--- src/rtl/pipe_skid_reg.sv ---
// pipe_skid_reg: two-entry skid buffer for a valid/ready pipeline stage.
// in_ready_o is a flop, so out_ready_i never reaches the upstream port
// through logic. The head is always in the main register; the skid register
// only absorbs the one beat accepted while downstream was stalled.
//
// Ports:
//   clk          rising-edge clock
//   rst          synchronous active-low reset
//   flush_i      synchronous kill of all held entries
//   in_valid_i   upstream valid
//   in_ready_o   upstream may transfer (registered)
//   in_data_i    upstream payload
//   out_valid_o  out_data_o holds a live entry
//   out_ready_i  downstream accepts
//   out_data_o   head entry, straight from the main register
//   count_o      entries held (0, 1 or 2)
module pipe_skid_reg #(
   parameter int unsigned     DW      = 32,
   parameter logic [DW-1:0]   RST_VAL = DW'(32'h0000_0013)
) (
   input  logic          clk,
   input  logic          rst,
   input  logic          flush_i,
   input  logic          in_valid_i,
   output logic          in_ready_o,
   input  logic [DW-1:0] in_data_i,
   output logic          out_valid_o,
   input  logic          out_ready_i,
   output logic [DW-1:0] out_data_o,
   output logic [1:0]    count_o
);

   // State code equals the number of held entries.
   localparam logic [1:0] EMPTY = 2'd0;
   localparam logic [1:0] BUSY  = 2'd1;
   localparam logic [1:0] FULL  = 2'd2;

   logic [1:0]    state_q, state_d;
   logic [DW-1:0] main_q, main_d;
   logic [DW-1:0] skid_q, skid_d;
   logic          in_ready_q, in_ready_d;
   logic          out_valid_q, out_valid_d;
   logic          in_fire, out_fire;

   assign in_fire     = in_valid_i & in_ready_q;
   assign out_fire    = out_valid_q & out_ready_i;

   assign in_ready_o  = in_ready_q;
   assign out_valid_o = out_valid_q;
   assign out_data_o  = main_q;
   assign count_o     = state_q;

   // Next-state and datapath update; flush overrides every fire event.
   always_comb begin
      state_d = state_q;
      main_d  = main_q;
      skid_d  = skid_q;

      case (state_q)
         EMPTY: begin
            if (in_fire) begin
               main_d  = in_data_i;
               state_d = BUSY;
            end
         end
         BUSY: begin
            if (in_fire && out_fire) begin
               main_d = in_data_i;
            end else if (in_fire) begin
               skid_d  = in_data_i;
               state_d = FULL;
            end else if (out_fire) begin
               main_d  = RST_VAL;
               state_d = EMPTY;
            end
         end
         FULL: begin
            // in_ready_q is low here, so only the drain side can fire.
            if (out_fire) begin
               main_d  = skid_q;
               skid_d  = RST_VAL;
               state_d = BUSY;
            end
         end
         default: begin
            state_d = EMPTY;
            main_d  = RST_VAL;
            skid_d  = RST_VAL;
         end
      endcase

      if (flush_i) begin
         state_d = EMPTY;
         main_d  = RST_VAL;
         skid_d  = RST_VAL;
      end

      in_ready_d  = (state_d != FULL);
      out_valid_d = (state_d != EMPTY);
   end

   // State and data registers.
   always_ff @(posedge clk) begin
      if (!rst) begin
         state_q     <= EMPTY;
         main_q      <= RST_VAL;
         skid_q      <= RST_VAL;
         in_ready_q  <= 1'b1;
         out_valid_q <= 1'b0;
      end else begin
         state_q     <= state_d;
         main_q      <= main_d;
         skid_q      <= skid_d;
         in_ready_q  <= in_ready_d;
         out_valid_q <= out_valid_d;
      end
   end

endmodule

--- config.mk ---
export PLATFORM = sky130hd
export DESIGN_NAME = pipe_skid_reg
export DESIGN_NICKNAME = d
export VERILOG_FILES = /design/src/rtl/pipe_skid_reg.sv
export SDC_FILE = /design/constraint.sdc
export NUM_CORES = 1
export LEC_CHECK = 0
export ABC_AREA = 1
export CAP_MARGIN = 20
export CORE_ASPECT_RATIO = 0.8
export CORE_MARGIN = 5
export CORE_UTILIZATION = 48
export DETAILED_ROUTE_END_ITERATION = 7
export DONT_BUFFER_PORTS = 1
export GPL_ROUTABILITY_DRIVEN = 0
export HOLD_SLACK_MARGIN = 0.02
export PLACE_DENSITY_LB_ADDON = 0.3
export RECOVER_POWER = 50
export SYNTH_ARGS = -nofsm -noshare
export SYNTH_HDL_FRONTEND = slang
export SYNTH_SLANG_ARGS = --single-unit
--- constraint.sdc ---
create_clock -name clk -period 1.2 [get_ports clk]
set_input_delay 0.24 -clock clk [delete_from_list [all_inputs] [get_ports clk]]
set_output_delay 0.24 -clock clk [all_outputs]
set_load 0.1 [all_outputs]
# Word-level counts from Yosys, hierarchy flattened
# Index checks and enable logic that the tools add are counted.
# totals
regBits,68
output_inout_bits,36
wordCells,39
# classes
eq_ne,9
n_mux,15
bitwise,4
n_reduce_logical,6
# op_table
op,count
32-bit two-way mux,6
32-bit one-hot mux with 3 select lines,2
2-bit two-way mux,6
"2-bit != test, second input constant",5
4-bit AND reduction,2
"3-bit != test, second input constant",2
2-bit one-hot mux with 3 select lines,1
1-bit bitwise AND,2
"2-bit by 1-bit equality test with 1-bit output, second input constant",1
"2-bit equality test, second input constant",1
2-bit logical NOT,1
1-bit NOT,2
2-bit nonzero test,1
2-bit OR reduction,1
1-bit logical AND,1

# Logic depth before layout (Yosys ltp)
# Gate-level depths: netlist of the first run.
# depth
word_depth,7
ltp_mapped,9
mapped_depth_nobuf,7

# Least setup slack after synthesis of the first run
# No wires, ideal clock.
# synth_path
path_kind,reg-to-reg
from,"register in_ready_q, in the netlist in_ready_o"
to,register skid_q[24]
t_arrival_ns,1.840
required_ns,1.084
slack_ns,-0.756
path_stages_with_launch,9
path_buffers,1
synth_period_minus_slack_ns,1.956
cell_sequence,dfxtp_1 nand2_1 nand2_2 nand3_2 nand2_4 inv_4 buf_6 nor2_1 nor2_1
# synth_via
elab_chain_len,4
word_cells_on_any_way,5
# synth_lines
item,line_no,rtl
"start, declared",41,"logic in_ready_q, in_ready_d;"
"start signal, assigned",114,in_ready_q <= in_ready_d;
1-bit bitwise AND (*),45,assign in_fire = in_valid_i & in_ready_q;
1-bit logical AND,67,if (in_fire && out_fire) begin
2-bit != test (no source line),n/a,
4-bit AND reduction (no source line) (*),n/a,
"end signal, assigned",113,skid_q <= skid_d;
"end, declared",40,"logic [DW-1:0] skid_q, skid_d;"
# Every way passes the cells marked *; elsewhere a longest branch is shown, timed or not.
# A chain may end at the register's enable or synchronous reset.

# Worst setup path after layout of the first run
# layout_path
from,"register state_q[0], in the netlist count_o[0]"
to,"register main_q[31], in the netlist out_data_o[31]"
# layout_via
elab_chain_len,3
word_cells_on_any_way,9
# layout_lines
item,line_no,rtl
"start, declared",38,"logic [1:0] state_q, state_d;"
"start signal, assigned",111,state_q <= state_d;
"2-bit by 1-bit equality test with 1-bit output, or another cell as far along",59,case (state_q)
3-bit != test (no source line) / 2-bit != test (equally long branches),n/a,
4-bit AND reduction (no source line),n/a,
"end signal, assigned",112,main_q <= main_d;
"end, declared",39,"logic [DW-1:0] main_q, main_d;"
# Parallel ways exist; a longest one is shown, timed or not.

==> impl_metrics.py, run 1 <==
metrics = {
    "status": {
        "status": "finished, violations left",
        "violations": "setup timing",
    },
    "cts": {
        "clk_pin_slew_ns": 0.08,
        "cts.htree.levels": 3,
        "cts-buffers-inserted": 9,
        "clk_path_buf_depth": 2,
        "cts_tree": "done",
        "cts.sink_count": 68,
        "ctsRootBufferMaster": "clkbuf_8",
        "clk_latency_ns": 0.36,
    },
    "route": {
        "drcViolationCount": 0,
        "wire_per_inst_um": 15.6,
        "dr.pass1.iters": 5,
        "wirelength_mm": 11.6,
        "num_vias": 3881,
        "dr.first_iter.drc_count": 333,
        "postRouteAntennaNets": 0,
        "via_per_inst": 5.20,
    },
    "synth": {
        "ys_seq_elements": 68,
        "synth_fp_nets": 620,
        "synth.yosys.seq_area_share": 0.365,
        "synthCells": 583,
        "synth_warnings": 0,
        "netlist_area_sq_um": 3730,
        "syn_avg_cell_area_sq_um": 6.40,
        "ys_types": 27,
    },
    "die": {
        "die_h_um": 88.8,
        "dieArea_sq_um": 9640,
        "start_util": 0.497,
        "die_x_um": 109,
        "io_pins": 73,
        "rows": 28,
        "core_sq_um": 7500,
    },
    "sta": {
        "timing.slew.headroom": 0.784,
        "max_freq_mhz": 741,
        "worst_slew_pin_slew_ns": 0.325,
        "period_share": 1.12,
        "hold_violations": 0,
        "maxSlewViolCount": 0,
        "worst_slack_ns": -0.149,
        "setup_tns_ns": -5.76,
        "rsz0062_at_grt": "true",
        "fin_skew_ns": 0.0129,
        "whs_ns": 0.0247,
        "setup_viol": 67,
        "period_needed_ns": 1.35,
    },
    "cells_and_area": {
        "stdcell_count": 747,
        "layout-drive-gt1-share": 0.308,
        "antenna_cells": 0,
        "fin_nets": 674,
        "fill_cells": 558,
        "syn2layout_area_growth_pct": 43.9,
    },
    "critical_path": {
        "worstSetupPathType": "register to register",
        "worstPathRequired_ns": 1.48,
        "setup.worst_path.start_class": "register",
        "critPathMaxFanout": 16,
        "reg2reg_depth": 7,
        "r2r_start": "count_o[0]$_SDFF_PN0_",
        "critPathCaptureType": "register",
        "cp-startpoint": "count_o[0]$_SDFF_PN0_",
        "cp.arrival_ns": 1.63,
    },
    "global_routing": {
        "grt_pass1_wl_mm": 17.0,
        "antenna_found_initial": 0,
        "track_usage": 0.225,
        "grt-ovfl-total": 0,
        "first_global_vias": 3495,
        "grt_max_degree": 33,
    },
    "power": {
        "p_total_w": 0.00611,
        "p_per_area_nw_per_um2": 1140,
        "ir_drop_v": 0.000950,
        "leakage_nw": 2.56,
    },
    "worst_hold_path": {
        "min_path_cells": 2,
        "min_from": "in_data_i[4]",
        "hp-class": "input pin to register",
    },
    "job": {
        "maxCapViolCount": 0,
    },
    "place": {
        "dp_cells": 717,
        "port_buffers": 0,
        "detailedPlace.worstSlack_ns": -0.0703,
        "dp_hpwl_mm": 7.04,
    },
}
==> final cells by class <==
cell class                      count  area [sq um]  share of cell area
Sequential cell                    68          1400               0.261
Clock inverter                      5          82.6              0.0154
Inverter                           74           310              0.0578
Timing Repair Buffer               77          1300               0.243
Tap cell                          105           131              0.0245
Clock buffer                       11           153              0.0284
Multi-Input combinational cell    407          1990               0.370
==> metal layers <==
metal  track usage  vias up  wire length (um)
li1              -     1888                 -
met1         0.280     1748              4530
met2         0.379      207              5570
met3        0.0700       38              1270
met4        0.0642        0               265
met5             0        -                 0
==> cells in the mapped netlist (all sizes together) <==
cell / n / area share
clkinv: 1 / 0.0010
nor2: 98 / 0.11
nand4: 1 / 0.0017
nand2: 203 / 0.22
nor3: 3 / 0.0040
o21ai: 31 / 0.042
nand3: 36 / 0.053
buf: 29 / 0.069
clkbuf: 5 / 0.0050
a21oi: 35 / 0.059
dfxtp: 68 / 0.36
inv: 73 / 0.076
==> layout by cell type (no fill, tap or decap), types with 2 or more instances in the layout <==
cell | synthesis | routed
a21oi_1 | 23 | 17
a21oi_2 | 12 | 18
buf_12 | 0 | 45
buf_4 | 9 | 16
buf_6 | 11 | 7
bufinv_16 | 0 | 2
clkbuf_16 | 0 | 7
clkbuf_8 | 0 | 9
clkinv_4 | 0 | 2
dfxtp_1 | 68 | 44
dfxtp_2 | 0 | 20
dfxtp_4 | 0 | 4
inv_1 | 69 | 69
nand2_1 | 194 | 180
nand2_2 | 6 | 14
nand2_4 | 2 | 7
nand2_8 | 1 | 2
nand3_1 | 34 | 34
nand3_4 | 1 | 2
nor2_1 | 86 | 65
nor2_2 | 11 | 31
nor2_4 | 1 | 2
nor3_1 | 3 | 2
o21ai_0 | 18 | 5
o21ai_1 | 13 | 24
o21ai_2 | 0 | 2
==> kinds of logic after synthesis <==
logic type,after synthesis,synth area share
compound gates,66,0.101
buf+inv,108,0.151
simple gates,341,0.383
flops,68,0.365
==> worst max-delay path: stages, from the launching register on <==
cell and delay [ns]:
dfxtp_4 0.40, nor2_4 0.15, buf_12 0.14, nand2_4 0.07, nand2_8 0.12, buf_16 0.17
nand2_1 0.07, a21oi_1 0.15
==> sequential cells by signal, indices dropped and copies added, names as in the netlist <==
signal       cells
skid_q          32
out_data_o      32
out_valid_o      1
in_ready_o       1
count_o          2
==> timing repair <==
action                     in CTS  in global routing
buffers inserted                2                  3
hold buffers                    0                  1
pin swaps                       4                  3
gates cloned                    1                  7
hold endpoints to repair        0                  1
gates resized for setup        59                 46
setup endpoints to repair      76                 80
==> per-stage QoR <==
stage,cell area [sq um],util
2_1_floorplan,3770,-
3_3_place_gp,4610,0.615
3_5_place_dp,4610,0.615
4_1_cts,5040,0.672
5_1_grt,5370,0.716
6_report,5370,0.716
==> where the power goes <==
part,switching (W),internal (W),total [W]
clock network,0.000943,0.00130,0.00224
registers,0.0000747,0.00232,0.00240
logic,0.000928,0.000545,0.00147
total,0.00195,0.00417,0.00611
==> worst paths after layout <==
kind / end / slack, ns
hold / removal: skid_q[4]$_SDFFE_PP1P_ / 0.02
setup / recovery: out_data_o[31]$_SDFFE_PP0P_ / -0.15
setup reg to reg: out_data_o[31]$_SDFFE_PP0P_ / -0.15
hold reg to reg: skid_q[1]$_SDFFE_PP1P_ / 0.47
Power figures use the tool's default switching activity.
==> run 2: changes to the inputs <==
Settings changed: CORE_MARGIN 5 to 2, REMOVE_ABC_BUFFERS from default to 1.
==> impl_metrics.py, run 2 (same netlist as run 1, synthesis figures left out) <==
metrics = {
    "status": {
        "status": "finished, violations left",
        "violations": "setup timing",
    },
    "global_routing": {
        "grt.met3_usage": 0.105,
        "top_usage_layer": "met2",
        "use_met1": 0.294,
        "track_usage": 0.243,
        "grt_max_degree": 33,
        "antenna_found_initial": 0,
        "first_global_vias": 3557,
        "grt-ovfl-total": 0,
        "grt_pass1_wl_mm": 16.5,
        "grtUsageMet2": 0.398,
    },
    "cts": {
        "cts-buffers-inserted": 9,
        "cts_tree": "done",
        "clk_pin_slew_ns": 0.08,
        "clk_path_buf_depth": 2,
        "cts.sink_count": 68,
        "ctsRootBufferMaster": "clkbuf_8",
        "cts.htree.levels": 3,
        "clk_latency_ns": 0.37,
    },
    "die": {
        "io_pins": 73,
        "die_x_um": 103,
        "rows": 28,
        "start_util": 0.500,
        "core_sq_um": 7460,
        "die_h_um": 82.8,
        "dieArea_sq_um": 8500,
    },
    "sta": {
        "period_share": 1.24,
        "period_needed_ns": 1.49,
        "worst_slack_ns": -0.291,
        "timing.slew.headroom": 0.760,
        "max_freq_mhz": 670,
        "rsz0062_at_grt": "true",
        "worst_slew_pin_slew_ns": 0.359,
        "setup_tns_ns": -13.54,
        "maxSlewViolCount": 0,
        "fin_skew_ns": 0.00844,
        "setup_viol": 69,
        "hold_violations": 0,
    },
    "critical_path": {
        "cp-startpoint": "count_o[1]$_SDFF_PN0_",
        "worstPathRequired_ns": 1.46,
        "worstSetupPathType": "register to register",
        "critPathCaptureType": "register",
        "r2r_start": "count_o[1]$_SDFF_PN0_",
        "cp.arrival_ns": 1.75,
        "setup.worst_path.start_class": "register",
        "critPathMaxFanout": 5,
    },
    "cells_and_area": {
        "final-seq-area_sq_um": 1400,
        "fill_cells": 522,
        "final_cell_mix": "nand2_1, nor2_1, inv_1, buf_12, dfxtp_1",
        "final_common_cell": "nand2_1",
        "final_area_sq_um": 5480,
        "layout-drive-gt1-share": 0.321,
        "multiInputGateArea_sq_um": 1990,
        "fin_nets": 689,
        "syn2layout_area_growth_pct": 47.0,
        "antenna_cells": 0,
    },
    "place": {
        "dp_hpwl_mm": 6.52,
        "placed_area_sq_um": 4600,
        "port_buffers": 0,
    },
    "job": {
        "maxCapViolCount": 0,
    },
    "power": {
        "leakage_nw": 2.63,
        "p_per_area_nw_per_um2": 1160,
        "ir_drop_v": 0.000662,
        "p_total_w": 0.00634,
    },
    "worst_hold_path": {
        "hp-class": "input pin to register",
        "min_from": "rst",
    },
    "route": {
        "dr.pass1.iters": 5,
        "via_per_inst": 5.36,
        "num_vias": 4088,
        "dr.first_iter.drc_count": 458,
        "drcViolationCount": 0,
        "wirelength_mm": 12.9,
        "wire_per_inst_um": 16.9,
        "postRouteAntennaNets": 0,
    },
}
-- run 2: cell count changes in the layout (fill, tap and decap cells not counted), sizes merged --
cell	delta
clkinvlp	+1
buf	+11
bufinv	+1
nand2	+1
clkinv	-1
inv	+2
-- run 2: per-layer routing --
metal,up-vias,routed length (um)
met4,0,427
met1,1873,4940
li1,1909,-
met2,249,6060
met3,57,1490
met5,-,0
-- run 2: area by class of cell --
type / count / share of cell area
clock inverters: 6 / 0.0203
repair inverters: 2 / 0.00319
well taps: 105 / 0.0240
inverters: 74 / 0.0552
clock buffers: 10 / 0.0251
flip-flops and latches: 68 / 0.256
repair buffers: 89 / 0.253
multi-input cells: 408 / 0.364
-- run 2: worst paths after layout --
kind	to	slack [ns]	depth (start not counted)
hold / removal	count_o[0]$_SDFF_PN0_	0.05	2
setup reg to reg	skid_q[24]$_SDFFE_PP0P_	-0.29	7
setup / recovery	skid_q[24]$_SDFFE_PP0P_	-0.29	7
hold reg to reg	out_data_o[14]$_SDFFE_PP0P_	0.48	2
-- run 2: where the power goes --
| part | switching [W] | internal [W] | total (W) | leakage (nW) |
|---|---|---|---|---|
| registers | 0.0000701 | 0.00232 | 0.00239 | 0.562 |
| clock network | 0.000969 | 0.00144 | 0.00241 | 0.122 |
| logic | 0.000970 | 0.000572 | 0.00154 | 1.94 |
-- run 2: worst max-delay path, cell delays in order (launching register included) --
cell and delay [ns]:
dfxtp_4 0.36, buf_4 0.15, buf_4 0.13, nand2_2 0.18, nand2_8 0.13, buf_12 0.16
o21ai_0 0.20, nor2_1 0.07
-- run 2: through the flow --
| stage | cells | setup slack [ns] | hold WS (ns) | utilization |
|---|---|---|---|---|
| global route | 762 | -0.316 | 0.0320 | 0.735 |
| floorplan | 549 | -1.47 | 0.389 | - |
| detailed placement | 724 | -0.250 | 0.411 | 0.617 |
| CTS | 744 | -0.154 | 0.0236 | 0.667 |
| finish | 762 | -0.291 | 0.0490 | 0.735 |
| global placement | 724 | -0.141 | 0.406 | 0.617 |
-- run 2: timing repair --
item | in CTS | in global routing
setup buffers | 4 | 5
resized for setup | 32 | 82
pin swaps | 1 | 19
hold endpoints to repair | 0 | 1
setup endpoints to repair | 75 | 88
cloned | 0 | 12
hold buffers | 0 | 1
